===== config.mk =====
export PLATFORM = sky130hd
export DESIGN_NAME = fetch_unit_flat
export DESIGN_NICKNAME = d
export VERILOG_FILES = /design/src/rtl/fetch_pkg.sv /design/src/rtl/fetch_if.sv /design/src/rtl/fetch_fifo.sv /design/src/rtl/fetch_unit.sv /design/src/flat_wrapper.sv
export SDC_FILE = /design/constraint.sdc
export NUM_CORES = 1
export LEC_CHECK = 0
export ABC_AREA = 1
export BUFFER_PORTS_ARGS = -buffer_cell sky130_fd_sc_hd__buf_2
export CORE_UTILIZATION = 40
export DETAILED_ROUTE_END_ITERATION = 10
export HOLD_SLACK_MARGIN = 0.1
export PLACE_DENSITY = 0.7
export SLEW_MARGIN = 20
export SYNTH_ARGS = -nofsm -noshare
export SYNTH_HDL_FRONTEND = slang
export SYNTH_SLANG_ARGS = --single-unit

===== constraint.sdc =====
create_clock -name clk_i -period 2.2 [get_ports clk_i]
set_clock_uncertainty 0.1 [all_clocks]
set_input_delay 0.11 -clock clk_i [delete_from_list [all_inputs] [get_ports clk_i]]
set_output_delay 0.11 -clock clk_i [all_outputs]
set_load 0.02 [all_outputs]

===== src/rtl/fetch_pkg.sv =====
// Shared types and widths for the instruction fetch sequencer.
package fetch_pkg;

  localparam int unsigned PC_WIDTH         = 32;
  localparam int unsigned INSTR_WIDTH      = 32;
  localparam int unsigned FETCH_FIFO_DEPTH = 2;
  localparam int unsigned PC_INCR          = 4;

  typedef enum logic [1:0] {
    IDLE,
    WAIT,
    DROP
  } fetch_state_e;

  typedef struct packed {
    logic [INSTR_WIDTH-1:0] instr;
    logic [PC_WIDTH-1:0]    pc;
  } fetch_entry_t;

endpackage


===== src/rtl/fetch_if.sv =====
// Instruction-memory request/response and decode-side handshake bundle.
interface fetch_if;
  import fetch_pkg::*;

  logic                   imem_req_valid_o;
  logic [PC_WIDTH-1:0]    imem_req_addr_o;
  logic                   imem_req_ready_i;
  logic                   imem_rsp_valid_i;
  logic [INSTR_WIDTH-1:0] imem_rsp_data_i;
  logic                   instr_valid_o;
  logic [INSTR_WIDTH-1:0] instr_o;
  logic [PC_WIDTH-1:0]    instr_pc_o;
  logic                   instr_ready_i;

  modport master (
    output imem_req_valid_o, imem_req_addr_o,
    input  imem_req_ready_i, imem_rsp_valid_i, imem_rsp_data_i,
    output instr_valid_o, instr_o, instr_pc_o,
    input  instr_ready_i
  );

  modport slave (
    input  imem_req_valid_o, imem_req_addr_o,
    output imem_req_ready_i, imem_rsp_valid_i, imem_rsp_data_i,
    input  instr_valid_o, instr_o, instr_pc_o,
    output instr_ready_i
  );

endinterface


===== src/rtl/fetch_fifo.sv =====
// Small synchronous FIFO of PC-tagged instructions with single-cycle flush.
module fetch_fifo
  import fetch_pkg::*;
#(
  parameter  int unsigned DEPTH = FETCH_FIFO_DEPTH,
  localparam int unsigned PTR_W = (DEPTH > 1) ? $clog2(DEPTH) : 1,
  localparam int unsigned CNT_W = $clog2(DEPTH + 1)
) (
  input  logic             clk_i,
  input  logic             rst_ni,
  input  logic             push_i,
  input  fetch_entry_t     data_i,
  input  logic             pop_i,
  input  logic             flush_i,
  output fetch_entry_t     head_o,
  output logic [CNT_W-1:0] count_o,
  output logic             empty_o,
  output logic             full_o
);

  fetch_entry_t     mem_q [DEPTH];
  fetch_entry_t     mem_d [DEPTH];
  logic [PTR_W-1:0] wr_ptr_q, wr_ptr_d;
  logic [PTR_W-1:0] rd_ptr_q, rd_ptr_d;
  logic [CNT_W-1:0] count_q, count_d;

  // Power-of-two depth lets the pointers wrap by natural overflow.
  always_comb begin
    mem_d    = mem_q;
    wr_ptr_d = wr_ptr_q;
    rd_ptr_d = rd_ptr_q;
    count_d  = count_q;
    if (flush_i) begin
      wr_ptr_d = '0;
      rd_ptr_d = '0;
      count_d  = '0;
    end else begin
      if (push_i) begin
        mem_d[wr_ptr_q] = data_i;
        wr_ptr_d        = wr_ptr_q + PTR_W'(1);
      end
      if (pop_i) begin
        rd_ptr_d = rd_ptr_q + PTR_W'(1);
      end
      count_d = count_q + CNT_W'(push_i) - CNT_W'(pop_i);
    end
  end

  always_ff @(posedge clk_i or negedge rst_ni) begin
    if (!rst_ni) begin
      for (int i = 0; i < int'(DEPTH); i++) mem_q[i] <= '0;
      wr_ptr_q <= '0;
      rd_ptr_q <= '0;
      count_q  <= '0;
    end else begin
      mem_q    <= mem_d;
      wr_ptr_q <= wr_ptr_d;
      rd_ptr_q <= rd_ptr_d;
      count_q  <= count_d;
    end
  end

  assign head_o  = mem_q[rd_ptr_q];
  assign count_o = count_q;
  assign empty_o = (count_q == '0);
  assign full_o  = (count_q == CNT_W'(DEPTH));

endmodule


===== src/rtl/fetch_unit.sv =====
// Fetch sequencer: drives next-PC, issues one imem request at a time and
// buffers PC-tagged instructions for decode, killing responses on redirect.
module fetch_unit
  import fetch_pkg::*;
#(
  parameter int unsigned FIFO_DEPTH = FETCH_FIFO_DEPTH
) (
  input  logic                clk_i,
  input  logic                rst_ni,
  input  logic [PC_WIDTH-1:0] pc_i,
  output logic [PC_WIDTH-1:0] next_pc_o,
  input  logic                redirect_i,
  input  logic [PC_WIDTH-1:0] redirect_pc_i,
  fetch_if.master             bus
);

  localparam int unsigned CNT_W = $clog2(FIFO_DEPTH + 1);

  fetch_state_e        state_q, state_d;
  logic [PC_WIDTH-1:0] pc_q, pc_d;

  logic                req_valid;
  logic                req_fire;
  logic                rsp_keep;
  logic                instr_valid;
  logic                fifo_push;
  logic                fifo_pop;
  logic                fifo_empty;
  logic                fifo_full;
  logic [CNT_W-1:0]    fifo_count;
  fetch_entry_t        push_entry;
  fetch_entry_t        fifo_head;

  fetch_fifo #(
    .DEPTH (FIFO_DEPTH)
  ) u_fifo (
    .clk_i   (clk_i),
    .rst_ni  (rst_ni),
    .push_i  (fifo_push),
    .data_i  (push_entry),
    .pop_i   (fifo_pop),
    .flush_i (redirect_i),
    .head_o  (fifo_head),
    .count_o (fifo_count),
    .empty_o (fifo_empty),
    .full_o  (fifo_full)
  );

  always_ff @(posedge clk_i or negedge rst_ni) begin
    if (!rst_ni) begin
      state_q <= IDLE;
      pc_q    <= '0;
    end else begin
      state_q <= state_d;
      pc_q    <= pc_d;
    end
  end

  // A response always retires the outstanding request, even when it is killed.
  always_comb begin
    state_d = state_q;
    pc_d    = pc_q;
    case (state_q)
      IDLE: begin
        if (req_fire) begin
          state_d = WAIT;
          pc_d    = pc_i;
        end
      end
      WAIT: begin
        if (bus.imem_rsp_valid_i) state_d = IDLE;
        else if (redirect_i)      state_d = DROP;
      end
      DROP: begin
        if (bus.imem_rsp_valid_i) state_d = IDLE;
      end
      default: state_d = IDLE;
    endcase
  end

  // Credit check on issue guarantees the later push always has a free slot.
  always_comb begin
    req_valid   = rst_ni && (state_q == IDLE) &&
                  (fifo_count < CNT_W'(FIFO_DEPTH)) && !redirect_i;
    req_fire    = req_valid && bus.imem_req_ready_i;
    instr_valid = rst_ni && !fifo_empty && !redirect_i;
    fifo_pop    = instr_valid && bus.instr_ready_i;
    rsp_keep    = (state_q == WAIT) && bus.imem_rsp_valid_i && !redirect_i;
    fifo_push   = rsp_keep && (!fifo_full || fifo_pop);

    push_entry.instr = bus.imem_rsp_data_i;
    push_entry.pc    = pc_q;

    if (!rst_ni)         next_pc_o = pc_i;
    else if (redirect_i) next_pc_o = redirect_pc_i & ~PC_WIDTH'(3);
    else if (req_fire)   next_pc_o = pc_i + PC_WIDTH'(PC_INCR);
    else                 next_pc_o = pc_i;

    bus.imem_req_valid_o = req_valid;
    bus.imem_req_addr_o  = pc_i;
    bus.instr_valid_o    = instr_valid;
    bus.instr_o          = fifo_head.instr;
    bus.instr_pc_o       = fifo_head.pc;
  end

endmodule


===== src/flat_wrapper.sv =====
// flat-port wrapper written by rule: the top's interface ports become plain ports
module fetch_unit_flat import fetch_pkg::*;
#(
  parameter int unsigned FIFO_DEPTH = FETCH_FIFO_DEPTH
)
  (clk_i, rst_ni, pc_i, next_pc_o, redirect_i, redirect_pc_i, bus_imem_req_valid_o, bus_imem_req_addr_o, bus_imem_req_ready_i, bus_imem_rsp_valid_i, bus_imem_rsp_data_i, bus_instr_valid_o, bus_instr_o, bus_instr_pc_o, bus_instr_ready_i);
  fetch_if bus_i ();
  input  logic clk_i;
  input  logic rst_ni;
  input  logic [PC_WIDTH-1:0] pc_i;
  output logic [PC_WIDTH-1:0] next_pc_o;
  input  logic redirect_i;
  input  logic [PC_WIDTH-1:0] redirect_pc_i;
  output wire logic [$bits(bus_i.imem_req_valid_o)-1:0] bus_imem_req_valid_o;
  output wire logic [$bits(bus_i.imem_req_addr_o)-1:0] bus_imem_req_addr_o;
  input wire logic [$bits(bus_i.imem_req_ready_i)-1:0] bus_imem_req_ready_i;
  input wire logic [$bits(bus_i.imem_rsp_valid_i)-1:0] bus_imem_rsp_valid_i;
  input wire logic [$bits(bus_i.imem_rsp_data_i)-1:0] bus_imem_rsp_data_i;
  output wire logic [$bits(bus_i.instr_valid_o)-1:0] bus_instr_valid_o;
  output wire logic [$bits(bus_i.instr_o)-1:0] bus_instr_o;
  output wire logic [$bits(bus_i.instr_pc_o)-1:0] bus_instr_pc_o;
  input wire logic [$bits(bus_i.instr_ready_i)-1:0] bus_instr_ready_i;
  assign bus_imem_req_valid_o = bus_i.imem_req_valid_o;
  assign bus_imem_req_addr_o = bus_i.imem_req_addr_o;
  assign bus_i.imem_req_ready_i = bus_imem_req_ready_i;
  assign bus_i.imem_rsp_valid_i = bus_imem_rsp_valid_i;
  assign bus_i.imem_rsp_data_i = bus_imem_rsp_data_i;
  assign bus_instr_valid_o = bus_i.instr_valid_o;
  assign bus_instr_o = bus_i.instr_o;
  assign bus_instr_pc_o = bus_i.instr_pc_o;
  assign bus_i.instr_ready_i = bus_instr_ready_i;
  fetch_unit #(.FIFO_DEPTH(FIFO_DEPTH)) u_core (.clk_i(clk_i), .rst_ni(rst_ni), .pc_i(pc_i), .next_pc_o(next_pc_o), .redirect_i(redirect_i), .redirect_pc_i(redirect_pc_i), .bus(bus_i));
endmodule

; Yosys cells after proc, flatten, opt, wreduce, memory -nomap -nowiden
; Cells that the tools add are included.
[classes]
order_cmp = 4
muxes = 19
reduce_logical = 22
add_sub_neg = 5
n_bitwise = 3
eq_ne = 6
[ops]
columns = operator, n
row1 = $mux 64, 4
row2 = $bwmux 128, 1
row3 = $mux 32, 3
row4 = $demux 64 s1, 1
row5 = $add 32x3->32 const B, 1
row6 = $logic_and 1x1->1, 11
row7 = $mux 2, 5
row8 = $pmux 2 s3, 1
row9 = $eq 2x2->1 const B, 2
row10 = $ge 2x2->1 const B, 2
row11 = $logic_not 2->1, 2
row12 = $mux 1, 4
row13 = $not 1->2, 2
row14 = $reduce_and 2->1, 2
row15 = $reduce_bool 2->1, 2
row16 = $logic_not 1->1, 3
row17 = $ne 3x3->1 const B, 1
row18 = $reduce_and 3->1, 1
row19 = $add 1x1->1 const B, 2
row20 = $add 2x1->2, 1
row21 = $eq 2x1->1 const B, 1
row22 = $lt 2x1->1 const B, 1
row23 = $lt 2x2->1 const B, 1
row24 = $ne 2x1->1 const B, 1
row25 = other kinds (4), 4
[totals]
wordCells = 68
regBits = 166
out_inout_bits = 130
inputBits = 102

; Depth between registers and ports, before layout
[logic_depth]
ltp_word = 10
mapped_depth = 12
ltp_nobuf = 11

; By module
; From an unflattened synthesis, not the netlist that was laid out.
[hier_totals]
hier_cells = 1065
hier_area_um2 = 9095.0
[modules_own_cells]
columns = module, area_each_um2, seq_area_each_um2, cells_per_inst, instances
row1 = fetch_fifo, 6089.6, 3303.2, 575, 1
row2 = fetch_unit, 3005.4, 850.8, 490, 1

; Least setup slack after synthesis
; OpenSTA, ideal clock, no wires.
[synth_timing]
kind = flip-flop to output port
from = reg u_core.state_q[0]
to = out next_pc_o[22]
arrival_ns = 1.781
slack_ns = 0.209
n_path_buf = 0
path_stages_with_launch = 10
required_ns = 1.990
path_cell_list = dfrtp_1 nor2_1 nand2_1 nor2_1 nand3_1 nor2_1 nand2_1 nand2_1 nand3_1 nand3_1
[synth_via]
elab_chain_len = 8
[synth_rtl]
columns = item, line_no
row1 = start: declaration, fetch_unit.sv:19  ; fetch_state_e state_q, state_d;
row2 = start signal: assignment, fetch_unit.sv:54  ; state_q <= state_d;
row3 = $logic_not 2->1, fetch_unit.sv:83  ; req_valid = rst_ni && (state_q == IDLE) &&
row4 = $logic_and 1x1->1 (2 in series), fetch_unit.sv:83
row5 = $logic_and 1x1->1, fetch_unit.sv:84  ; (fifo_count < CNT_W'(FIFO_DEPTH)) && !redirect_i;
row6 = via bus_imem_req_valid_o, flat_wrapper.sv:14  ; output wire logic [$bits(bus_i.imem_req_valid_o)-1:0] bus_imem_req_valid_o;
row7 = $logic_and 1x1->1, fetch_unit.sv:85  ; req_fire = req_valid && bus.imem_req_ready_i;
row8 = $mux 32, fetch_unit.sv:96  ; else if (req_fire) next_pc_o = pc_i + PC_WIDTH'(PC_INCR);
row9 = $mux 32, fetch_unit.sv:95  ; else if (redirect_i) next_pc_o = redirect_pc_i & ~PC_WIDTH'(3);
row10 = $mux 32, fetch_unit.sv:94  ; if (!rst_ni) next_pc_o = pc_i;
row11 = end: declaration, flat_wrapper.sv:11  ; output logic [PC_WIDTH-1:0] next_pc_o;
; The timed path passes the listed nets, and every way through them passes these cells.

; Worst setup path after layout
[layout_timing]
from = reg u_core.state_q[0]
to = out next_pc_o[18]
[layout_via]
elab_chain_len = 8
[layout_rtl]
columns = item, line_no
row1 = $logic_not 2->1, fetch_unit.sv:83
row2 = $logic_and 1x1->1 (2 in series), fetch_unit.sv:83
row3 = $logic_and 1x1->1, fetch_unit.sv:84
row4 = $logic_and 1x1->1, fetch_unit.sv:85
row5 = $mux 32, fetch_unit.sv:96
row6 = $mux 32, fetch_unit.sv:95
row7 = $mux 32, fetch_unit.sv:94
; Every way passes these cells.

==> impl_metrics.env <==
export IMPL_status="complete, but fails checks"
export IMPL_violations="negative setup slack"
export IMPL_drv_cap=0
export IMPL_rrSetupSlack_ps=180
export IMPL_fin_util=0.5458
export IMPL_path_clk_slew_ps=70
export IMPL_ant_nets=0
export IMPL_async_reset_ff_frac=1.000
export IMPL_hold_violations=0
export IMPL_drt_iter0_drc=384
export IMPL_nFillCells=1975
export IMPL_critPathCapture="next_pc_o[18]"
export IMPL_startpoint="u_core.state_q[0]"
export IMPL_crit_buf_inv=3
export IMPL_instances_no_fill=1621
export IMPL_syn_to_final_growth_pct=33.58
export IMPL_swShare=0.3384
export IMPL_cp_end_kind="primary output"
export IMPL_core_um2=21820
export IMPL_pin_count=232
export IMPL_r2r_start="u_core.u_fifo.count_o[1]"
export IMPL_r2r_cells=9
export IMPL_gr_total_overflow=0
export IMPL_finalWorstSetupSlack_ps=-70.34
export IMPL_multiInputGateArea_um2=3956
export IMPL_yosys_area_top_type="dfrtp_1"
export IMPL_grt_max_degree=76
export IMPL_tns_ps=-398.8
export IMPL_min_period_ps=2270
export IMPL_cts_made_buffers=17
export IMPL_synth_top_area_share=0.4658
export IMPL_synth_edf_count=0
export IMPL_start_util=0.4086
export IMPL_cts_sinks=166
export IMPL_die_height_um=151.3
export IMPL_worst_skew_pair_late_latency_ps=430
export IMPL_vias=7816
export IMPL_pwr_share_comb=0.295
export IMPL_p_leak_nw=6.092
export IMPL_grt_pass1_vias=7211
export IMPL_ys_warn_count=0
export IMPL_cp_start_kind="flop"
export IMPL_regArea_um2=4155
export IMPL_critPathKind="flop to primary output"
export IMPL_hold_path_class="input pin to async pin"
export IMPL_final_max_slew_viol_count=0
export IMPL_slew_headroom=0.3669
export IMPL_fmax_ghz=0.4405
export IMPL_die_area_um2=22890
export IMPL_hpwl_um=15800
export IMPL_crit_family="simple AND/OR/NAND/NOR gates"
export IMPL_die_w_um=151.3
export IMPL_antenna_found_initial=0
export IMPL_p_total_mw=9.707
export IMPL_wl_per_cell_um=14.70
export IMPL_rows=54
export IMPL_portBuffers=229
export IMPL_routed_wl_um=23830
export IMPL_cp_max_fo=8
export IMPL_worst_pin_slew_ps=946.5
export IMPL_critical_path_cell_chain="nor2_4 -> nand4_4 -> buf_12 -> buf_6 -> nor3_1 -> o21ai_1 -> nand2_1 -> buf_4"
export IMPL_cts_tree="done"
export IMPL_p_switching_mw=3.284
export IMPL_synthDistinctLibCells=34
export IMPL_synth_seq_area_share=0.4658
export IMPL_grt_first_pass_wirelength_um=36580
export IMPL_drive_above_1_share=0.3468
export IMPL_synth_nets=1164
export IMPL_dr_pass1_iters=5
export IMPL_post_route_period_util=1.032
export IMPL_via_per_inst=4.822
export IMPL_powerDensity_nw_per_um2=814.9
export IMPL_ir_worst_vdd_mv=0.4108
export IMPL_cts_max_level=4
export IMPL_power_internal_mw=6.422
export IMPL_syn_inst=1059
export IMPL_place_inst=1502
export IMPL_drc=0
export IMPL_rsz0062_at_grt="true"
export IMPL_ys_ff_latch=166
export IMPL_clockRootBuffer="clkbuf_16"
export IMPL_grt_use_total=0.2065
export IMPL_clock_path_buffers=2
export IMPL_dp_slack_ps=212.4
export IMPL_arrival_ps=2060
export IMPL_cp_required_ps=1990
export IMPL_layout_nets=1433
export IMPL_place_congestion=0.9448
export IMPL_critPathSlowestCell="dfrtp_1"
export IMPL_final_setup_viol_count=12
export IMPL_yosys_top_cells_area="dfrtp_1, nand2_1, mux2_2"
export IMPL_antenna_cells=0
export IMPL_p_clk_frac=0.302
export IMPL_cpPeakStageDelay_ps=410
export IMPL_syn_avg_cell_area_um2=8.420
export IMPL_synthFlopType="dfrtp_1"
export IMPL_r2r_end="u_core.u_fifo.mem_q[82]"
export IMPL_pwr_share_seq=0.402
export IMPL_cp_depth=8
export IMPL_netlist_area_um2=8917
-- metal layers --
| layer | GRT usage | vias to the layer above | routed length [um] |
|---|---|---|---|
| met2 | 0.3288 | 265 | 11180 |
| met1 | 0.2796 | 3593 | 10900 |
| li1 | - | 3924 | - |
| met3 | 0.03584 | 34 | 1257 |
| met4 | 0.07700 | 0 | 499 |
| met5 | 0 | - | 0 |
-- cells by family after synthesis --
group | count (synthesis) | synth area share
compound gates | 198 | 0.1374
xor+xnor | 5 | 0.004911
fa+ha+maj | 3 | 0.004210
buf+inv | 215 | 0.1174
flops | 166 | 0.4658
mux | 64 | 0.08082
simple gates | 408 | 0.1894
-- cell usage in the layout, fill, tap and decap left out, types with 4 or more instances in the layout --
cell type and n:
buf_6 17, dfrtp_1 165, dlygate4sd3_1 74, clkbuf_16 18, xor2_1 4, o21ai_0 113, mux2_2 64, nand4_1 8
nand3_2 12, buf_4 24, buf_12 8, nor2_4 11, o211ai_1 6, nand3_1 40, inv_6 5, nor2_2 4
inv_1 126, nand2_1 282, o21ai_2 56, o21ai_1 16, nor2_1 26, nand2_2 11, buf_2 207
-- worst min path at each step --
stage / slack (ps) / end / from
3_5_place_dp: 130 / u_core.pc_q[6] / rst_ni
3_3_place_gp: 130 / u_core.pc_q[6] / rst_ni
6_report: 40 / u_core.u_fifo.mem_q[6] / rst_ni
5_1_grt: 150 / u_core.u_fifo.mem_q[6] / rst_ni
4_1_cts: 110 / u_core.u_fifo.mem_q[6] / rst_ni
2_1_floorplan: -290 / u_core.pc_q[0] / rst_ni
-- repair_timing --
action / in CTS / in global routing
hold endpoints to repair: 144 / 22
gates resized for setup: 18 / 95
gates cloned: 0 / 1
setup endpoints to repair: 28 / 27
buffers inserted: 1 / 10
hold buffers: 74 / 1
pin swaps: 4 / 14
-- sequential cells by signal, indices dropped and copies added (netlist names) --
signal and flops:
u_core.state_q 2, u_core.pc_q 32, u_core.u_fifo.count_o 2, u_core.u_fifo.rd_ptr_q 1, u_core.u_fifo.mem_q 128, u_core.u_fifo.wr_ptr_q 1
-- cells in the mapped netlist (all sizes together) (2+ instances only) --
cell and count:
dfrtp 166, o21bai 2, a21oi 2, ha 3
mux2 64, xor2 4, inv 131, nand3 54
nor2 42, nand4 9, clkbuf 26, buf 57
o211ai 6, nand2 295, nor3 7, o21ai 185
-- power groups by stage --
stage	registers [mW]	clock network, mW	logic, mW
after global placement	3.93	0	2.64
after CTS	3.90	3.02	2.81
final	3.91	2.93	2.87
after detailed placement	3.95	0	2.68
after global routing	3.97	3.15	3.15
after floorplan	3.86	0	1.87
-- metrics by stage --
stage / hold WS, ps / area (um2)
2_1_floorplan: -285.6 / 8917
3_3_place_gp: 131.9 / 10100
3_5_place_dp: 127.7 / 10100
4_1_cts: 111.7 / 11490
5_1_grt: 148.5 / 11910
6_report: 42.75 / 11910
-- worst reg2reg max path, delay by kind of cell (launching register included) --
family	cells	cell delay, ps
buffers and inverters	1	300
and+or+nand+nor	7	1040
DFF	1	420
AOI/OAI and AO/OA	1	80
-- area by class of cell --
type | count | share of cell area
Sequential cell | 166 | 0.3488
Multi-Input combinational cell | 678 | 0.3321
Timing Repair Buffer | 333 | 0.1984
Inverter | 132 | 0.04244
Clock buffer | 19 | 0.03718
Tap cell | 280 | 0.02941
Clock inverter | 13 | 0.01155
(Power assumes the default switching activity.)
